File: config.mk
export PLATFORM = sky130hd
export DESIGN_NAME = id_stage_reg
export DESIGN_NICKNAME = d
export VERILOG_FILES = /design/src/rtl/id_stage_reg.sv
export SDC_FILE = /design/constraint.sdc
export NUM_CORES = 1
export LEC_CHECK = 0
export BUFFER_PORTS_ARGS = -buffer_cell sky130_fd_sc_hd__buf_4
export CORE_MARGIN = 3
export CORE_UTILIZATION = 30
export CTS_CLUSTER_DIAMETER = 100
export DETAILED_ROUTE_END_ITERATION = 8
export HOLD_SLACK_MARGIN = 0.1
export MAX_ROUTING_LAYER = met4
export PLACE_DENSITY = 0.6
export SYNTH_ARGS = -nofsm -noshare
export SYNTH_HDL_FRONTEND = slang
export SYNTH_SLANG_ARGS = --single-unit
File: constraint.sdc
create_clock -name clk -period 7.05 [get_ports clk]
set_clock_uncertainty 0.2 [all_clocks]
set_input_delay 1.41 -clock clk [delete_from_list [all_inputs] [get_ports clk]]
set_output_delay 1.41 -clock clk [all_outputs]
set_load 0.02 [all_outputs]
File: src/rtl/id_stage_reg.sv
// id_stage_reg: MIPS integer decode stage with a registered ID/EX slot.
//   - Decodes the IF/ID instruction, reads the regfile combinationally and
//     resolves operands through FWD_N prioritised bypass channels
//     (channel 0 = youngest, wins).
//   - Stalls on a load-use hazard (winning bypass match still pending).
//   - Holds one decoded instruction in an output slot with valid/ready
//     handshake; flush kills both the slot and the incoming instruction.
// Ports:
//   clk, rst (sync, active-high)
//   in_valid_i / in_ready_o, pc_i, inst_i      : upstream handshake + fetch data
//   reg{1,2}_read_o, reg{1,2}_addr_o, reg{1,2}_data_i : regfile read side
//   fwd_wreg_i, fwd_wd_i, fwd_wdata_i, fwd_pend_i     : bypass channels (packed, ch0 in LSBs)
//   flush_i                                      : pipeline flush
//   out_valid_o / out_ready_i, aluop_o, alusel_o, reg1_o, reg2_o,
//   wd_o, wreg_o, pc_o, inst_invalid_o           : ID/EX slot
module id_stage_reg #(
  parameter int DATA_W  = 32,
  parameter int RADDR_W = 5,
  parameter int FWD_N   = 2
) (
  input  logic                       clk,
  input  logic                       rst,
  input  logic                       in_valid_i,
  output logic                       in_ready_o,
  input  logic [31:0]                pc_i,
  input  logic [31:0]                inst_i,
  output logic                       reg1_read_o,
  output logic                       reg2_read_o,
  output logic [RADDR_W-1:0]         reg1_addr_o,
  output logic [RADDR_W-1:0]         reg2_addr_o,
  input  logic [DATA_W-1:0]          reg1_data_i,
  input  logic [DATA_W-1:0]          reg2_data_i,
  input  logic [FWD_N-1:0]           fwd_wreg_i,
  input  logic [FWD_N*RADDR_W-1:0]   fwd_wd_i,
  input  logic [FWD_N*DATA_W-1:0]    fwd_wdata_i,
  input  logic [FWD_N-1:0]           fwd_pend_i,
  input  logic                       flush_i,
  output logic                       out_valid_o,
  input  logic                       out_ready_i,
  output logic [7:0]                 aluop_o,
  output logic [2:0]                 alusel_o,
  output logic [DATA_W-1:0]          reg1_o,
  output logic [DATA_W-1:0]          reg2_o,
  output logic [RADDR_W-1:0]         wd_o,
  output logic                       wreg_o,
  output logic [31:0]                pc_o,
  output logic                       inst_invalid_o
);
  // opcodes / function codes
  localparam logic [5:0] OP_SPECIAL = 6'b000000, OP_SPECIAL2 = 6'b011100;
  localparam logic [5:0] OP_ANDI = 6'b001100, OP_ORI = 6'b001101, OP_XORI = 6'b001110, OP_LUI = 6'b001111;
  localparam logic [5:0] OP_SLTI = 6'b001010, OP_SLTIU = 6'b001011, OP_ADDI = 6'b001000, OP_ADDIU = 6'b001001;
  localparam logic [5:0] OP_PREF = 6'b110011;
  localparam logic [5:0] FN_AND = 6'b100100, FN_OR = 6'b100101, FN_XOR = 6'b100110, FN_NOR = 6'b100111;
  localparam logic [5:0] FN_SLLV = 6'b000100, FN_SRLV = 6'b000110, FN_SRAV = 6'b000111;
  localparam logic [5:0] FN_SLL = 6'b000000, FN_SRL = 6'b000010, FN_SRA = 6'b000011;
  localparam logic [5:0] FN_MOVZ = 6'b001010, FN_MOVN = 6'b001011;
  localparam logic [5:0] FN_MFHI = 6'b010000, FN_MTHI = 6'b010001, FN_MFLO = 6'b010010, FN_MTLO = 6'b010011;
  localparam logic [5:0] FN_SLT = 6'b101010, FN_SLTU = 6'b101011, FN_ADD = 6'b100000, FN_ADDU = 6'b100001;
  localparam logic [5:0] FN_SUB = 6'b100010, FN_SUBU = 6'b100011, FN_MULT = 6'b011000, FN_MULTU = 6'b011001;
  localparam logic [5:0] FN_CLZ = 6'b100000, FN_CLO = 6'b100001, FN_MUL = 6'b000010;
  // ALU operation codes
  localparam logic [7:0] EXE_NOP_OP = 8'h00, EXE_AND_OP = 8'h24, EXE_OR_OP = 8'h25, EXE_XOR_OP = 8'h26;
  localparam logic [7:0] EXE_NOR_OP = 8'h27, EXE_SLL_OP = 8'h7C, EXE_SLLV_OP = 8'h04, EXE_SRL_OP = 8'h02;
  localparam logic [7:0] EXE_SRLV_OP = 8'h06, EXE_SRA_OP = 8'h03, EXE_SRAV_OP = 8'h07;
  localparam logic [7:0] EXE_MOVZ_OP = 8'h0A, EXE_MOVN_OP = 8'h0B, EXE_MFHI_OP = 8'h10, EXE_MTHI_OP = 8'h11;
  localparam logic [7:0] EXE_MFLO_OP = 8'h12, EXE_MTLO_OP = 8'h13, EXE_SLT_OP = 8'h2A, EXE_SLTU_OP = 8'h2B;
  localparam logic [7:0] EXE_ADD_OP = 8'h20, EXE_ADDU_OP = 8'h21, EXE_SUB_OP = 8'h22, EXE_SUBU_OP = 8'h23;
  localparam logic [7:0] EXE_MULT_OP = 8'h18, EXE_MULTU_OP = 8'h19, EXE_CLZ_OP = 8'hB0, EXE_CLO_OP = 8'hB1;
  localparam logic [7:0] EXE_MUL_OP = 8'hA9;
  // ALU result selectors
  localparam logic [2:0] EXE_RES_NOP = 3'd0, EXE_RES_LOGIC = 3'd1, EXE_RES_SHIFT = 3'd2;
  localparam logic [2:0] EXE_RES_MOVE = 3'd3, EXE_RES_ARITH = 3'd4, EXE_RES_MUL = 3'd5;

  logic [5:0]         w_op, w_fn;
  logic [4:0]         w_sa;
  logic [RADDR_W-1:0] w_rs, w_rt;
  logic [7:0]         w_aluop;
  logic [2:0]         w_alusel;
  logic               w_wreg, w_inval, w_movn, w_movz, w_rd1, w_rd2;
  logic [RADDR_W-1:0] w_wd;
  logic [31:0]        w_imm;
  logic [DATA_W:0]    w_res1, w_res2;  // {pending, data}
  logic [DATA_W-1:0]  w_op1, w_op2;
  logic               w_hazard, w_slot_free, w_accept, w_wreg_fin;

  assign w_op = inst_i[31:26];
  assign w_fn = inst_i[5:0];
  assign w_sa = inst_i[10:6];
  assign w_rs = RADDR_W'(inst_i[25:21]);
  assign w_rt = RADDR_W'(inst_i[20:16]);

  always_comb begin
    w_aluop = EXE_NOP_OP; w_alusel = EXE_RES_NOP; w_wreg = 1'b0; w_inval = 1'b1;
    w_movn = 1'b0; w_movz = 1'b0; w_rd1 = 1'b0; w_rd2 = 1'b0; w_imm = 32'h0;
    w_wd = RADDR_W'(inst_i[15:11]);
    case (w_op)
      OP_SPECIAL: begin
        if (w_sa == 5'd0) begin
          w_inval = 1'b0; w_rd1 = 1'b1; w_rd2 = 1'b1; w_wreg = 1'b1;
          case (w_fn)
            FN_AND:   begin w_aluop = EXE_AND_OP;  w_alusel = EXE_RES_LOGIC; end
            FN_OR:    begin w_aluop = EXE_OR_OP;   w_alusel = EXE_RES_LOGIC; end
            FN_XOR:   begin w_aluop = EXE_XOR_OP;  w_alusel = EXE_RES_LOGIC; end
            FN_NOR:   begin w_aluop = EXE_NOR_OP;  w_alusel = EXE_RES_LOGIC; end
            FN_SLLV:  begin w_aluop = EXE_SLLV_OP; w_alusel = EXE_RES_SHIFT; end
            FN_SRLV:  begin w_aluop = EXE_SRLV_OP; w_alusel = EXE_RES_SHIFT; end
            FN_SRAV:  begin w_aluop = EXE_SRAV_OP; w_alusel = EXE_RES_SHIFT; end
            FN_MOVZ:  begin w_aluop = EXE_MOVZ_OP; w_alusel = EXE_RES_MOVE; w_movz = 1'b1; end
            FN_MOVN:  begin w_aluop = EXE_MOVN_OP; w_alusel = EXE_RES_MOVE; w_movn = 1'b1; end
            FN_MFHI:  begin w_aluop = EXE_MFHI_OP; w_alusel = EXE_RES_MOVE; w_rd1 = 1'b0; w_rd2 = 1'b0; end
            FN_MFLO:  begin w_aluop = EXE_MFLO_OP; w_alusel = EXE_RES_MOVE; w_rd1 = 1'b0; w_rd2 = 1'b0; end
            FN_MTHI:  begin w_aluop = EXE_MTHI_OP; w_wreg = 1'b0; w_rd2 = 1'b0; end
            FN_MTLO:  begin w_aluop = EXE_MTLO_OP; w_wreg = 1'b0; w_rd2 = 1'b0; end
            FN_SLT:   begin w_aluop = EXE_SLT_OP;  w_alusel = EXE_RES_ARITH; end
            FN_SLTU:  begin w_aluop = EXE_SLTU_OP; w_alusel = EXE_RES_ARITH; end
            FN_ADD:   begin w_aluop = EXE_ADD_OP;  w_alusel = EXE_RES_ARITH; end
            FN_ADDU:  begin w_aluop = EXE_ADDU_OP; w_alusel = EXE_RES_ARITH; end
            FN_SUB:   begin w_aluop = EXE_SUB_OP;  w_alusel = EXE_RES_ARITH; end
            FN_SUBU:  begin w_aluop = EXE_SUBU_OP; w_alusel = EXE_RES_ARITH; end
            FN_MULT:  begin w_aluop = EXE_MULT_OP;  w_wreg = 1'b0; end
            FN_MULTU: begin w_aluop = EXE_MULTU_OP; w_wreg = 1'b0; end
            default:  begin w_inval = 1'b1; w_rd1 = 1'b0; w_rd2 = 1'b0; w_wreg = 1'b0; end
          endcase
        end
        // shift by immediate: shamt travels as operand 1
        if (inst_i[25:21] == 5'd0 && (w_fn == FN_SLL || w_fn == FN_SRL || w_fn == FN_SRA)) begin
          w_inval = 1'b0; w_wreg = 1'b1; w_rd1 = 1'b0; w_rd2 = 1'b1;
          w_alusel = EXE_RES_SHIFT; w_imm = {27'h0, w_sa};
          w_aluop = (w_fn == FN_SLL) ? EXE_SLL_OP : (w_fn == FN_SRL) ? EXE_SRL_OP : EXE_SRA_OP;
        end
      end
      OP_SPECIAL2: begin
        w_inval = 1'b0; w_wreg = 1'b1; w_rd1 = 1'b1;
        case (w_fn)
          FN_CLZ:  begin w_aluop = EXE_CLZ_OP; w_alusel = EXE_RES_ARITH; end
          FN_CLO:  begin w_aluop = EXE_CLO_OP; w_alusel = EXE_RES_ARITH; end
          FN_MUL:  begin w_aluop = EXE_MUL_OP; w_alusel = EXE_RES_MUL; w_rd2 = 1'b1; end
          default: begin w_inval = 1'b1; w_wreg = 1'b0; w_rd1 = 1'b0; end
        endcase
      end
      OP_ORI, OP_ANDI, OP_XORI, OP_LUI, OP_SLTI, OP_SLTIU, OP_ADDI, OP_ADDIU: begin
        w_inval = 1'b0; w_wreg = 1'b1; w_rd1 = 1'b1; w_wd = w_rt;
        w_imm = {16'h0, inst_i[15:0]};
        w_alusel = EXE_RES_ARITH;
        case (w_op)
          OP_ORI:   begin w_aluop = EXE_OR_OP;  w_alusel = EXE_RES_LOGIC; end
          OP_ANDI:  begin w_aluop = EXE_AND_OP; w_alusel = EXE_RES_LOGIC; end
          OP_XORI:  begin w_aluop = EXE_XOR_OP; w_alusel = EXE_RES_LOGIC; end
          OP_LUI:   begin w_aluop = EXE_OR_OP;  w_alusel = EXE_RES_LOGIC; w_imm = {inst_i[15:0], 16'h0}; end
          OP_SLTI:  begin w_aluop = EXE_SLT_OP;  w_imm = {{16{inst_i[15]}}, inst_i[15:0]}; end
          OP_SLTIU: begin w_aluop = EXE_SLTU_OP; w_imm = {{16{inst_i[15]}}, inst_i[15:0]}; end
          OP_ADDI:  begin w_aluop = EXE_ADD_OP;  w_imm = {{16{inst_i[15]}}, inst_i[15:0]}; end
          default:  begin w_aluop = EXE_ADDU_OP; w_imm = {{16{inst_i[15]}}, inst_i[15:0]}; end
        endcase
      end
      OP_PREF: w_inval = 1'b0;
      default: ;
    endcase
  end

  // Highest index first so the lowest matching channel overwrites last and wins.
  function automatic logic [DATA_W:0] resolve(input logic [RADDR_W-1:0] a, input logic [DATA_W-1:0] rf);
    logic [DATA_W:0] r;
    r = {1'b0, rf};
    for (int k = FWD_N - 1; k >= 0; k--)
      if (fwd_wreg_i[k] && fwd_wd_i[k*RADDR_W +: RADDR_W] == a)
        r = {fwd_pend_i[k], fwd_wdata_i[k*DATA_W +: DATA_W]};
    if (a == '0) r = '0;
    return r;
  endfunction

  assign w_res1 = resolve(w_rs, reg1_data_i);
  assign w_res2 = resolve(w_rt, reg2_data_i);
  assign w_op1  = w_rd1 ? w_res1[DATA_W-1:0] : DATA_W'(w_imm);
  assign w_op2  = w_rd2 ? w_res2[DATA_W-1:0] : DATA_W'(w_imm);
  // conditional moves decide write-back on the forwarded rt value
  assign w_wreg_fin = w_movn ? (w_op2 != '0) : w_movz ? (w_op2 == '0) : w_wreg;

  assign w_hazard    = in_valid_i & ((w_rd1 & w_res1[DATA_W]) | (w_rd2 & w_res2[DATA_W]));
  assign w_slot_free = ~out_valid_o | out_ready_i;
  assign in_ready_o  = w_slot_free & ~w_hazard & ~flush_i;
  assign w_accept    = in_valid_i & in_ready_o;

  assign reg1_read_o = w_rd1;
  assign reg2_read_o = w_rd2;
  assign reg1_addr_o = w_rs;
  assign reg2_addr_o = w_rt;

  always_ff @(posedge clk) begin
    if (rst) begin
      out_valid_o <= 1'b0; aluop_o <= EXE_NOP_OP; alusel_o <= EXE_RES_NOP;
      reg1_o <= '0; reg2_o <= '0; wd_o <= '0; wreg_o <= 1'b0; pc_o <= '0; inst_invalid_o <= 1'b0;
    end else if (flush_i) begin
      out_valid_o <= 1'b0;
    end else if (w_accept) begin
      out_valid_o    <= 1'b1;
      aluop_o        <= w_aluop;
      alusel_o       <= w_alusel;
      reg1_o         <= w_op1;
      reg2_o         <= w_op2;
      wd_o           <= w_wd;
      wreg_o         <= w_wreg_fin & ~w_inval;
      pc_o           <= pc_i;
      inst_invalid_o <= w_inval;
    end else if (w_slot_free) begin
      out_valid_o <= 1'b0;
    end
  end
endmodule

Word-level counts from Yosys, hierarchy flattened
Index checks and enable logic that the tools add are counted.
{"block": "op_classes", "eq_ne": 37, "reduce_logical": 32, "bitwise_logic": 13, "n_mux": 55}
{"op": "$mux 33", "n": 6}
{"op": "$pmux 32 s2", "n": 2}
{"op": "$pmux 6 s21", "n": 1}
{"op": "$eq 6x6->1 const B", "n": 11}
{"op": "$mux 32", "n": 2}
{"op": "$eq 6x4->1 const B", "n": 10}
{"op": "$pmux 8 s3", "n": 2}
{"op": "$eq 6x5->1 const B", "n": 7}
{"op": "$reduce_or 17->1", "n": 2}
{"op": "$logic_not 32->1", "n": 1}
{"op": "$reduce_bool 32->1", "n": 1}
{"op": "$mux 1", "n": 26}
{"op": "$pmux 4 s6", "n": 1}
{"op": "$reduce_or 21->1", "n": 1}
{"op": "$eq 5x5->1", "n": 4}
{"op": "$reduce_or 19->1", "n": 1}
{"op": "$eq 6x3->1 const B", "n": 3}
{"op": "$logic_not 5->1", "n": 3}
{"op": "$eq 6x2->1 const B", "n": 2}
{"op": "$logic_not 6->1", "n": 2}
{"op": "$pmux 3 s4", "n": 1}
{"op": "$reduce_or 4->1", "n": 3}
{"op": "$mux 5", "n": 2}
{"op": "$mux 3", "n": 3}
{"op": "other kinds (19)", "n": 40}
{"block": "totals", "register_bits": 115, "output_inout_bits": 128}

Depth between registers and ports, before layout
{"block": "logic_depth", "ltp_word": 14, "depth_mapped": 11}

Worst setup path before layout
No wires, ideal clock.
{"block": "synth_path", "path_kind": "input -> output", "startpoint": "input port inst_i[2]", "endpoint": "output port in_ready_o", "arrival_ns": 3.212, "t_required_ns": 5.440, "path_stages": 9, "slack_ns": 2.228, "cell_sequence": "buf_2 > or3b_1 > buf_2 > a21oi_1 > o21ai_1 > a221oi_2 > a21o_2 > clkbuf_2 > a21boi_0"}
{"block": "synth_via", "elab_chain_len": 12, "elab_cells_between_ends": 45}
{"item": "from (decl)", "line_no": "26", "rtl": "input logic [31:0] inst_i,"}
{"item": "$eq 6x6->1, or another cell as far along", "line_no": "101, 135"}
{"item": "$reduce_or 19->1 (no line), or another cell as far along"}
{"item": "$mux 1 or $logic_or 1x1->1 (tied branches)", "line_no": "101, 127"}
{"item": "$mux 1 or $logic_and 1x1->1 (tied branches)", "line_no": "99, 127"}
{"item": "$mux 1", "line_no": "127", "rtl": "if (inst_i[25:21] == 5'd0 && (w_fn == FN_SLL || w_fn == FN_SRL || w_fn == FN_SRA)) begin"}
{"item": "$pmux 1 s3 or $pmux 1 s2 (tied branches)", "line_no": "97", "rtl": "case (w_op)"}
{"item": "$and 1x1->1", "line_no": "180", "rtl": "assign w_hazard = in_valid_i & ((w_rd1 & w_res1[DATA_W]) | (w_rd2 & w_res2[DATA_W]));"}
{"item": "$or 1x1->1 (*)", "line_no": "180"}
{"item": "$and 1x1->1 (*)", "line_no": "180"}
{"item": "$not 1->1 (*)", "line_no": "182", "rtl": "assign in_ready_o = w_slot_free & ~w_hazard & ~flush_i;"}
{"item": "$and 1x1->1 (*) (2 in a row)", "line_no": "182"}
{"item": "to (decl)", "line_no": "24", "rtl": "output logic in_ready_o,"}
Every way passes the cells marked *; elsewhere a longest branch is shown, timed or not.

Worst setup path in the final report
{"block": "layout_path", "startpoint": "input port inst_i[20]", "endpoint": "output port in_ready_o"}
{"block": "layout_via", "elab_chain_len": 11, "elab_cells_between_ends": 14}
{"item": "$eq 5x5->1", "line_no": "167", "rtl": "if (fwd_wreg_i[k] && fwd_wd_i[k*RADDR_W +: RADDR_W] == a)"}
{"item": "$logic_and 1x1->1", "line_no": "167"}
{"item": "$mux 33 (2 in a row)", "line_no": "167"}
{"item": "$mux 33 (*)", "line_no": "169", "rtl": "if (a == '0) r = '0;"}
{"item": "$and 1x1->1 (*)", "line_no": "180"}
{"item": "$or 1x1->1 (*)", "line_no": "180"}
{"item": "$and 1x1->1 (*)", "line_no": "180"}
{"item": "$not 1->1 (*)", "line_no": "182"}
{"item": "$and 1x1->1 (*) (2 in a row)", "line_no": "182"}
Marks and branches as above.

==> metrics.txt <==
adder-cell share of the synthesized area 0%; xor/xnor cell area share of the yosys netlist 2.64%; initial antenna violation count 0; slack of the critical path 1350 ps; CTS Sinks 115; post-route ant nets 0; relative slew slack 26.2%; Num CTS Buffers 17; post-synth cell types 61; fin cells 1512; Layout fillers 2461; H-tree Lvls 4; Post-Syn Area 0.00729 mm²; WP data required 5440 ps; final period utilization 80.8%; detailed-route via count 8303; Ports 339; total setup buffers inserted after CTS 0; Row Count 56; post-DP HPWL 26600 µm; Clock Power Share 41.2%; P_sw 0.602 mW; top area cells in the synthesized netlist dfxtp_1 32%, mux2i_1 12%, nor2_1 7.2%, a211oi_2 5.1%, a21oi_1 4.8%; critical path arrival 4090 ps; Iter 0 DRT Violations 811; maximum buffer depth of the clock tree 2; Final Util 43.9%; post-synthesis compound-gate area fraction 28.3%; CTS tree yes; Synth Area in Simple Gates 18.7%; GPL Wtd Cong 0.937; most frequent cells after synthesis 139 x nor2_1, 115 x dfxtp_1, 87 x mux2i_1, 70 x a21oi_1, 50 x clkbuf_1; global-route usage over all layers 25.4%; sequential power share 36.1%; fraction of layout cells with a size suffix above 1 35.5%; starting density of the core 30.8%; Reg clk slew, reported paths 50 ps; crit path launch type input pin; CTS-repair resized insts 0; post-synth top area cell dfxtp_1; worst slew pin tran 1100 ps; area of the core 0.0237 mm²; Fmax achieved 176 MHz; area grow syn2layout 42.8%; WL per Instance 22.5 µm; die width 162 µm; prevailing post-synth register cell dfxtp_1; setup violators final 0; # diodes 0; flop and latch count out of synthesis 115; clock root buffer clkbuf_16; crit-path max FO 28; worst ir drop on vdd 139 µV; pwr dens 185 mW/mm²; Max Slew Vio Count 0; CTS Hold Bufs 0; worst-skew pair later-pin latency 430 ps; worst min path class reg2reg; Syn Nets 1116; routed wire length 34100 µm; most common cell in the netlist nor2_1; fin crit period 5700 ps; unrepaired setup endpoints after global routing false; yosys warns 0; asr flop ratio synth 0%; combinational power share 22.7%; main combinational cell family by area after synthesis compound AO/OA/AOI/OAI gates; grt total ovfl 0; Post-synth EDFFs 0; Die Ht 162 µm; Die ar. 0.0262 mm²; maximum number of pins on one net before global-route repair 87; register area share after synthesis 31.6%; switching share of power 31.2%; Critical Path Sink Type output pin; Leak 4.13 nW; post-placement cell count 1480; dpl ws 1420 ps; drt via density 5.49; Pint 1.33 mW; Synth top area share 31.6%; critical path type in2out; vias in the first global route 7954; max-cap viol count 0; Post-Synthesis Cells 905; first-pass GRT wire length 49500 µm; drt first pass iters 5; Fin. Hold Viols 0; Mean Syn Cell Area 8.05 µm²; Port Buffers 338; mux share of post-synthesis cell area 12.1%; status finished, final reports clean; setup_tns 0 ps; nets 1391; DRC viols 0; Pwr Total 1.93 mW
## final timing paths
path	startpoint	to	slack, ps	depth (start not counted)
max	inst_i[20]	in_ready_o	1350	10
min	reg1_o[5]	reg1_o[5]	280	2
max reg2reg	out_valid_o	pc_o[6]	3470	6
min reg2reg	reg1_o[5]	reg1_o[5]	280	2
## final cells by class
cell class,count,area (µm²),area share [%]
clock buffers,20,447,4.29
clock inverters,12,83.8,0.805
inverters,4,15.0,0.144
multi-input cells,693,4520,43.4
flip-flops and latches,115,2300,22.1
well taps,319,399,3.84
repair buffers,349,2650,25.4
## through the flow
step	cell area [µm²]	hold WS, ps
CTS	10400	278
detailed placement	9880	269
finish	10400	278
floorplan	7290	354
global placement	9880	264
global route	10400	301
## per-layer routing
metal	part of all wire [%]	global-route usage [%]
met4	2.7	8.49
met5	0	-
met3	7.5	4.97
met2	50	43.8
met1	40	29.9
## critical path, stage by stage
cell,delay [ps]
buf_4,140
xnor2_1,210
nand4_2,490
nor2_2,230
buf_4,340
nand3_1,110
o21ai_1,200
a21o_2,580
a21boi_0,180
buf_4,190
## sequential cells by signal (all words and copies together), names as in the netlist
| register | count |
|---|---|
| wreg_o | 1 |
| reg2_o | 32 |
| alusel_o | 3 |
| inst_invalid_o | 1 |
| out_valid_o | 1 |
| aluop_o | 8 |
| reg1_o | 32 |
| wd_o | 5 |
| pc_o | 32 |
## kinds of logic after synthesis
group / Yosys count
and+or+nand+nor: 296
AOI/OAI and AO/OA: 287
DFF: 115
muxes: 88
buffers and inverters: 97
xor gates and xnor gates: 22
## cell usage in the layout, fill, tap and decap left out, types with 22 or more instances in the layout
cell and instances:
nand3_1 26, a211oi_1 22, nor2_1 138, a21oi_1 69, o21ai_0 49, dfxtp_1 115, nand2_1 46, o2111ai_1 29
buf_4 347, nor3_1 32, a211oi_2 29, a22oi_1 22, mux2i_1 87
## power groups by stage
stage	Clock [mW]	Sequential (mW)	Combinational [mW]
after floorplan	0	0.744	0.180
after global placement	0	0.709	0.435
after detailed placement	0	0.710	0.437
after CTS	0.809	0.696	0.438
after global routing	0.835	0.699	0.469
final	0.795	0.696	0.439
No activity file was read; power rests on OpenSTA's default activity.
